## src/rtl/pmem_arbiter_rr.sv

```systemverilog
// Round-robin arbiter granting one cache miss port at a time onto the physical-memory line port.
// Define PMEM_ARB_FIXED_PRIO_EN for fixed lowest-index-wins priority instead of round-robin.
module pmem_arbiter_rr #(
    parameter  int unsigned NUM_PORTS = 2,
    parameter  int unsigned ADDR_W    = 32,
    parameter  int unsigned LINE_W    = 256,
    localparam int unsigned PTR_W     = (NUM_PORTS > 1) ? $clog2(NUM_PORTS) : 1
) (
    input  logic                        clk,
    input  logic                        rst,
    input  logic [NUM_PORTS-1:0]        req_read,
    input  logic [NUM_PORTS-1:0]        req_write,
    input  logic [NUM_PORTS*ADDR_W-1:0] req_addr,
    input  logic [NUM_PORTS*LINE_W-1:0] req_wdata,
    output logic [NUM_PORTS-1:0]        req_resp,
    output logic [LINE_W-1:0]           req_rdata,
    output logic                        mem_read,
    output logic                        mem_write,
    output logic [ADDR_W-1:0]           mem_addr,
    output logic [LINE_W-1:0]           mem_wdata,
    input  logic                        mem_resp,
    input  logic [LINE_W-1:0]           mem_rdata,
    output logic [PTR_W-1:0]            grant_id,
    output logic                        busy
);

    localparam logic [PTR_W:0]   NUM_P = (PTR_W+1)'(NUM_PORTS);
    localparam logic [PTR_W-1:0] LAST  = PTR_W'(NUM_PORTS - 1);

    typedef enum logic {
        S_IDLE = 1'b0,
        S_BUSY = 1'b1
    } state_e;

    state_e             state_q, state_d;
    logic [PTR_W-1:0]   rr_ptr_q, rr_ptr_d;
    logic [PTR_W-1:0]   grant_q, grant_d;
    logic               mem_read_q, mem_read_d;
    logic               mem_write_q, mem_write_d;
    logic [ADDR_W-1:0]  mem_addr_q, mem_addr_d;
    logic [LINE_W-1:0]  mem_wdata_q, mem_wdata_d;

    logic [NUM_PORTS-1:0] req_any;
    logic [PTR_W-1:0]     scan_base;
    logic [PTR_W:0]       cand;
    logic                 win_found;
    logic [PTR_W-1:0]     win_idx;
    logic [PTR_W-1:0]     win_next;

    assign req_any = req_read | req_write;

`ifdef PMEM_ARB_FIXED_PRIO_EN
    assign scan_base = '0;
`else
    assign scan_base = rr_ptr_q;
`endif

    // Pick the first requesting port starting at scan_base, wrapping modulo NUM_PORTS.
    always_comb begin
        win_found = 1'b0;
        win_idx   = '0;
        cand      = '0;
        for (int unsigned i = 0; i < NUM_PORTS; i++) begin
            cand = {1'b0, scan_base} + (PTR_W+1)'(i);
            if (cand >= NUM_P) begin
                cand = cand - NUM_P;
            end
            if (!win_found && req_any[cand[PTR_W-1:0]]) begin
                win_found = 1'b1;
                win_idx   = cand[PTR_W-1:0];
            end
        end
    end

    assign win_next = (win_idx == LAST) ? '0 : win_idx + PTR_W'(1);

    // State and datapath registers.
    always_ff @(posedge clk or posedge rst) begin
        if (rst) begin
            state_q     <= S_IDLE;
            rr_ptr_q    <= '0;
            grant_q     <= '0;
            mem_read_q  <= 1'b0;
            mem_write_q <= 1'b0;
            mem_addr_q  <= '0;
            mem_wdata_q <= '0;
        end else begin
            state_q     <= state_d;
            rr_ptr_q    <= rr_ptr_d;
            grant_q     <= grant_d;
            mem_read_q  <= mem_read_d;
            mem_write_q <= mem_write_d;
            mem_addr_q  <= mem_addr_d;
            mem_wdata_q <= mem_wdata_d;
        end
    end

    // Next state: latch the winner in IDLE, clear everything back to zero on completion.
    always_comb begin
        state_d     = state_q;
        rr_ptr_d    = rr_ptr_q;
        grant_d     = grant_q;
        mem_read_d  = mem_read_q;
        mem_write_d = mem_write_q;
        mem_addr_d  = mem_addr_q;
        mem_wdata_d = mem_wdata_q;
        case (state_q)
            S_IDLE: begin
                if (win_found) begin
                    state_d     = S_BUSY;
                    grant_d     = win_idx;
`ifdef PMEM_ARB_FIXED_PRIO_EN
                    rr_ptr_d    = '0;
`else
                    rr_ptr_d    = win_next;
`endif
                    mem_write_d = req_write[win_idx];
                    mem_read_d  = req_read[win_idx] & ~req_write[win_idx];
                    mem_addr_d  = req_addr[win_idx*ADDR_W +: ADDR_W];
                    mem_wdata_d = req_wdata[win_idx*LINE_W +: LINE_W];
                end
            end
            S_BUSY: begin
                if (mem_resp) begin
                    state_d     = S_IDLE;
                    grant_d     = '0;
                    mem_read_d  = 1'b0;
                    mem_write_d = 1'b0;
                    mem_addr_d  = '0;
                    mem_wdata_d = '0;
                end
            end
            default: begin
                state_d = S_IDLE;
            end
        endcase
    end

    // Completion is forwarded combinationally to the granted port only.
    always_comb begin
        req_resp  = '0;
        req_rdata = '0;
        if ((state_q == S_BUSY) && mem_resp) begin
            req_resp[grant_q] = 1'b1;
            req_rdata         = mem_rdata;
        end
    end

    assign mem_read  = mem_read_q;
    assign mem_write = mem_write_q;
    assign mem_addr  = mem_addr_q;
    assign mem_wdata = mem_wdata_q;
    assign grant_id  = grant_q;
    assign busy      = (state_q == S_BUSY);

endmodule
```

## config.mk

```make
export PLATFORM = sky130hd
export DESIGN_NAME = pmem_arbiter_rr
export DESIGN_NICKNAME = d
export VERILOG_FILES = /design/src/rtl/pmem_arbiter_rr.sv
export SDC_FILE = /design/constraint.sdc
export NUM_CORES = 1
export LEC_CHECK = 0
export BUFFER_PORTS_ARGS = -buffer_cell sky130_fd_sc_hd__buf_2
export CORE_AREA = 2 2 542 544
export DETAILED_ROUTE_END_ITERATION = 12
export DIE_AREA = 0 0 544 546
export PLACE_DENSITY = 0.3
export SYNTH_ARGS = -nofsm -noshare
export SYNTH_HDL_FRONTEND = slang
export SYNTH_SLANG_ARGS = --single-unit
```

## constraint.sdc

```tcl
create_clock -name clk -period 10.8 [get_ports clk]
set_clock_uncertainty 0.2 [all_clocks]
set_input_delay 1.08 -clock clk [delete_from_list [all_inputs] [get_ports clk]]
set_output_delay 1.08 -clock clk [all_outputs]
set_load 0.05 [all_outputs]
```

-- After elaboration in Yosys (flattened, before gate mapping)
Index checks and enable logic that the tools add are counted.
- multiplexer cells: 35
- $mul: 0
- reduce and logical (&&, ||, !) cells: 6
- eq/ne operators: 2
- add/subtract/negate cells: 4
- bitwise gates (word level): 4
- magnitude comparators: 7
- div/mod/pow operators: 0
- shift-type cells: 2
- operators by type and width (cell ; count):
    256-bit 2-to-1 mux ; 3
    256-bit case mux with 2 select lines ; 1
    512-bit by 10-bit indexed part select with 256-bit output ; 1
    32-bit 2-to-1 mux ; 2
    32-bit case mux with 2 select lines ; 1
    64-bit by 7-bit indexed part select with 32-bit output ; 1
    1-bit 2-to-1 mux ; 22
    1-bit by 2-bit less-than comparator with 1-bit output (second input constant) ; 4
    1-bit case mux with 2 select lines ; 4
    2-bit != test (second input constant) ; 2
    2-bit AND reduction ; 2
    1-bit logical AND ; 3
    1-bit by 1-bit adder with 2-bit output (second input constant) ; 1
    1-bit by 2-bit greater-or-equal comparator with 1-bit output (second input constant) ; 1
    2-bit greater-or-equal comparator (second input constant) ; 1
    2-bit 2-to-1 mux ; 1
    1-bit inverter ; 2
    2-bit OR ; 1
    1-bit subtractor (second input constant) ; 2
    1-bit adder (second input constant) ; 1
    1-bit AND ; 1
    1-bit demux with 1-bit select ; 1
    1-bit greater-or-equal comparator (second input constant) ; 1
    1-bit logical NOT ; 1
- output and inout port bits: 550
- logic and storage cells: 67
- bits in latches: 0
- memories kept: 0
- input port bits: 839
- flip-flop bits (word level): 293
- bits in read-only memories: 0
- memory bits (writable): 0

-- Depth between registers and ports, before layout
- depth in word-level cells: 14
- gate-level depth with buffers: 6
- gate-level depth less buffers: 4

-- Worst setup path after synthesis
Ideal clock, no wire load.
- kind: input to output
- start: input port mem_resp
- end: output port req_resp[0]
- arrival: 2.335 ns
- cell stages on the path: 4
- setup slack: 7.185 ns
- data required time: 9.520 ns
- path through: clkbuf_1 clkbuf_1 nand2_1 nor2_1
- longest elaborated chain between the ends: 2
- RTL lines (what ; line ; source):
    start, declared ; 21 ; input logic mem_resp,
    1-bit logical AND ; 143 ; if ((state_q == S_BUSY) && mem_resp) begin
    2-bit 2-to-1 mux ; 143 ;
    end, declared ; 15 ; output logic [NUM_PORTS-1:0] req_resp,
No other way between the ends.

-- Worst setup path in the final report
- start: register state_q, in the netlist busy
- end: output port req_rdata[253]
- longest elaborated chain between the ends: 2
- RTL lines (what ; line ; source):
    start, declared ; 35 ; state_e state_q, state_d;
    start signal, assigned ; 88 ; state_q <= state_d;
    1-bit logical AND ; 143 ;
    256-bit 2-to-1 mux ; 143 ;
    end, declared ; 16 ; output logic [LINE_W-1:0] req_rdata,
No other way between the ends.

==> impl_metrics.yaml <==
logic_synthesis:
  yosysTopAreaCell: "dfrtp_1"
  seq_area_frac_synth_pct: 50.9
  yosys-top-cells-area: "dfrtp_1 (51%), a22o_1 (17%), a21o_1 (15%), and3_1 (11%), clkbuf_1 (3.3%)"
  mappedNetlistArea_um2: 14400
  synthesis.area_per_instance_um2: 11.0
  yosys_register_bits: 293
  synth.distinct_cells: 23
  syn-num-nets: 2143
  synth_cells: 1304
  synth_top_cell_area_share_pct: 50.9
  yosysWarnings: 0
sta:
  hold_viol_final: 0
  slew-limit-headroom_pct: 11.2
  setup_viol: 0
  final.setup.tns_ns: 0
  rsz0062_at_grt: "no"
  slew_viol_final: 0
  tightest_slew_ns: 1.33
  max_freq_mhz: 193
  layout_min_cycle_time_ns: 5.17
  fin_ws_ns: 5.63
  period_share_pct: 47.9
  timing.hold.ws_ns: 0.235
finish:
  nets: 3446
  drive_gt1_share_pct: 56.2
  area_delta_synth_final_pct: 91.6
min_path:
  min_path_type: "in -> async"
critical_path:
  crit_chain: "buf_4, and3_1, buf_2"
  rrSetupSlack_ns: 6.94
  required_ns: 9.52
  cp_slowest_stage_delay_ns: 1.13
  r2r_cells: 5
  r2r_end: "mem_wdata[27]$_DFFE_PP0P_"
  crit_type: "reg -> out"
  cp_slowest_cell: "dfrtp_4"
  critPathTopFamily: "buffers and inverters"
  cp-end-kind: "output port"
  worstPathArrival_ns: 3.89
  start_kind: "register"
  path_buf_inv: 2
  worst-path-max-fanout: 166
  reg2reg_from: "busy$_DFF_PP0_"
floorplanning:
  fp.dieW_um: 544
  num_rows: 199
  dieArea_um2: 297000
  fp.dieH_um: 546
  design.core.area_um2: 292000
  ios: 1389
  start_util_pct: 4.93
status:
  status: "finished clean"
cts:
  cts_inserted_buffers: 46
  htreeDepth: 2
  clkTransAtPathRegs_ns: 0.06
  cts-resized-gates: 0
  clock-sinks: 293
  postCtsSetupRepairBufs: 0
  clockBufferDepth: 3
  insertion_delay_ns: 0.67
  root_buffer: "clkbuf_16"
  cts_tree: "done"
  holdBufCountCts: 0
global_route:
  track_usage_pct: 12.5
  antenna_found_initial: 258
  grt_pass1_wl_um: 234000
  grt_pass1_vias: 18628
  grt_max_degree: 167
  grt-ovfl-total: 0
drt:
  antenna_left: 0
  wl_per_cell_um: 29.3
  vias: 18535
  vias_per_cell: 2.79
  drtIter0Drc: 1211
  routed_wl_um: 194000
  dr.pass1.iters: 5
  drc: 0
job:
  cap_violations: 0
pwr:
  power.total_uw: 4970
  p_leak_uw: 0.0159
  powerDensity_nw_per_um2: 180
  peakVddDrop_uv: 107
placement:
  io_buffers: 1388
  pre_cts_slack_ns: 6.18
  dpl.hpwl_um: 170000
  gp_congestion: 0.924
## kinds of logic (layout without fill, tap and decap cells)
logic type / Yosys count / after routing / synth area share [%]
compound gates: 582 / 582 / 32.8
buf+inv: 153 / 1489 / 4.26
flops: 293 / 293 / 50.9
mux: 3 / 3 / 0.295
other cells: 0 / 89 / 0
simple gates: 273 / 273 / 11.7
## worst register-to-register path: cells and delay by family, from the launching register on
family / cells / cell delay (ns)
compound gates: 2 / 0.75
mux: 1 / 0.66
buf+inv: 2 / 1.08
flops: 1 / 1.13
## flip-flops by register name, indices dropped and copies added (netlist names)
name,count
busy,1
grant_id,1
mem_addr,32
mem_read,1
mem_wdata,256
mem_write,1
rr_ptr_q,1
## layout make-up
type	count	area [um^2]
fillers	34257	264000
flip-flops and latches	293	7340
repair buffers	1407	7150
multi-input cells	858	6470
well taps	3919	4900
clock buffers	65	1310
diodes	89	223
clock inverters	16	185
inverters	1	11.3
## per-layer routing
metal,share of wire [%],vias up,global-route usage [%]
li1,-,7702,-
met1,37,8920,13.5
met2,46,1350,20.4
met3,14,415,7.34
met4,3.5,148,3.87
met5,0.50,-,0
## cells in the mapped netlist
library cell / count
dfrtp_1: 293
a21o_1: 288
a22o_1: 287
and3_1: 257
clkbuf_1: 127
buf_2: 22
nand2_1: 5
nor2_1: 5
buf_4: 3
mux2i_1: 2
nand2b_1: 2
o21a_1: 2
a21oi_1: 1
inv_1: 1
mux2i_4: 1
nor2b_1: 1
nor3_2: 1
nor4_1: 1
o211a_1: 1
o21ai_0: 1
o22ai_1: 1
o31a_1: 1
or4_1: 1
## worst max path at each step
stage | cells after the start | endpoint | start
final | 3 | req_rdata[253] | busy$_DFF_PP0_
after global routing | 3 | req_rdata[253] | busy$_DFF_PP0_
after CTS | 3 | req_rdata[253] | busy$_DFF_PP0_
after detailed placement | 8 | mem_wdata[132]$_DFFE_PP0P_ | req_write[0]
after global placement | 8 | mem_wdata[33]$_DFFE_PP0P_ | req_write[0]
after floorplan | 1 | busy$_DFF_PP0_ | rst
## where the power goes
group          leakage [uW]  switching, uW  internal (uW)
registers           0.00382            121           1270
clock network      0.000739            668            894
logic                0.0113           1510            498
## placed cells by master (no fill, tap or decap), drive strengths merged, types with 2 or more instances in the layout
| cell type | Yosys | routed |
|---|---|---|
| a21o | 288 | 288 |
| a22o | 287 | 287 |
| and3 | 257 | 257 |
| buf | 25 | 1406 |
| bufinv | 0 | 2 |
| clkbuf | 127 | 66 |
| clkinv | 0 | 12 |
| dfrtp | 293 | 293 |
| diode | 0 | 89 |
| inv | 1 | 3 |
| mux2i | 3 | 3 |
| nand2 | 5 | 5 |
| nand2b | 2 | 2 |
| nor2 | 5 | 5 |
| o21a | 2 | 2 |
## metrics by stage
| step | area (um^2) | std cells | util [%] |
|---|---|---|---|
| after floorplan | 14400 | 1304 | - |
| after global placement | 25900 | 6478 | 8.86 |
| after detailed placement | 25900 | 6478 | 8.86 |
| after CTS | 27400 | 6559 | 9.37 |
| after global routing | 27400 | 6591 | 9.40 |
| final | 27600 | 6648 | 9.45 |
Power figures use the tool's default switching activity.
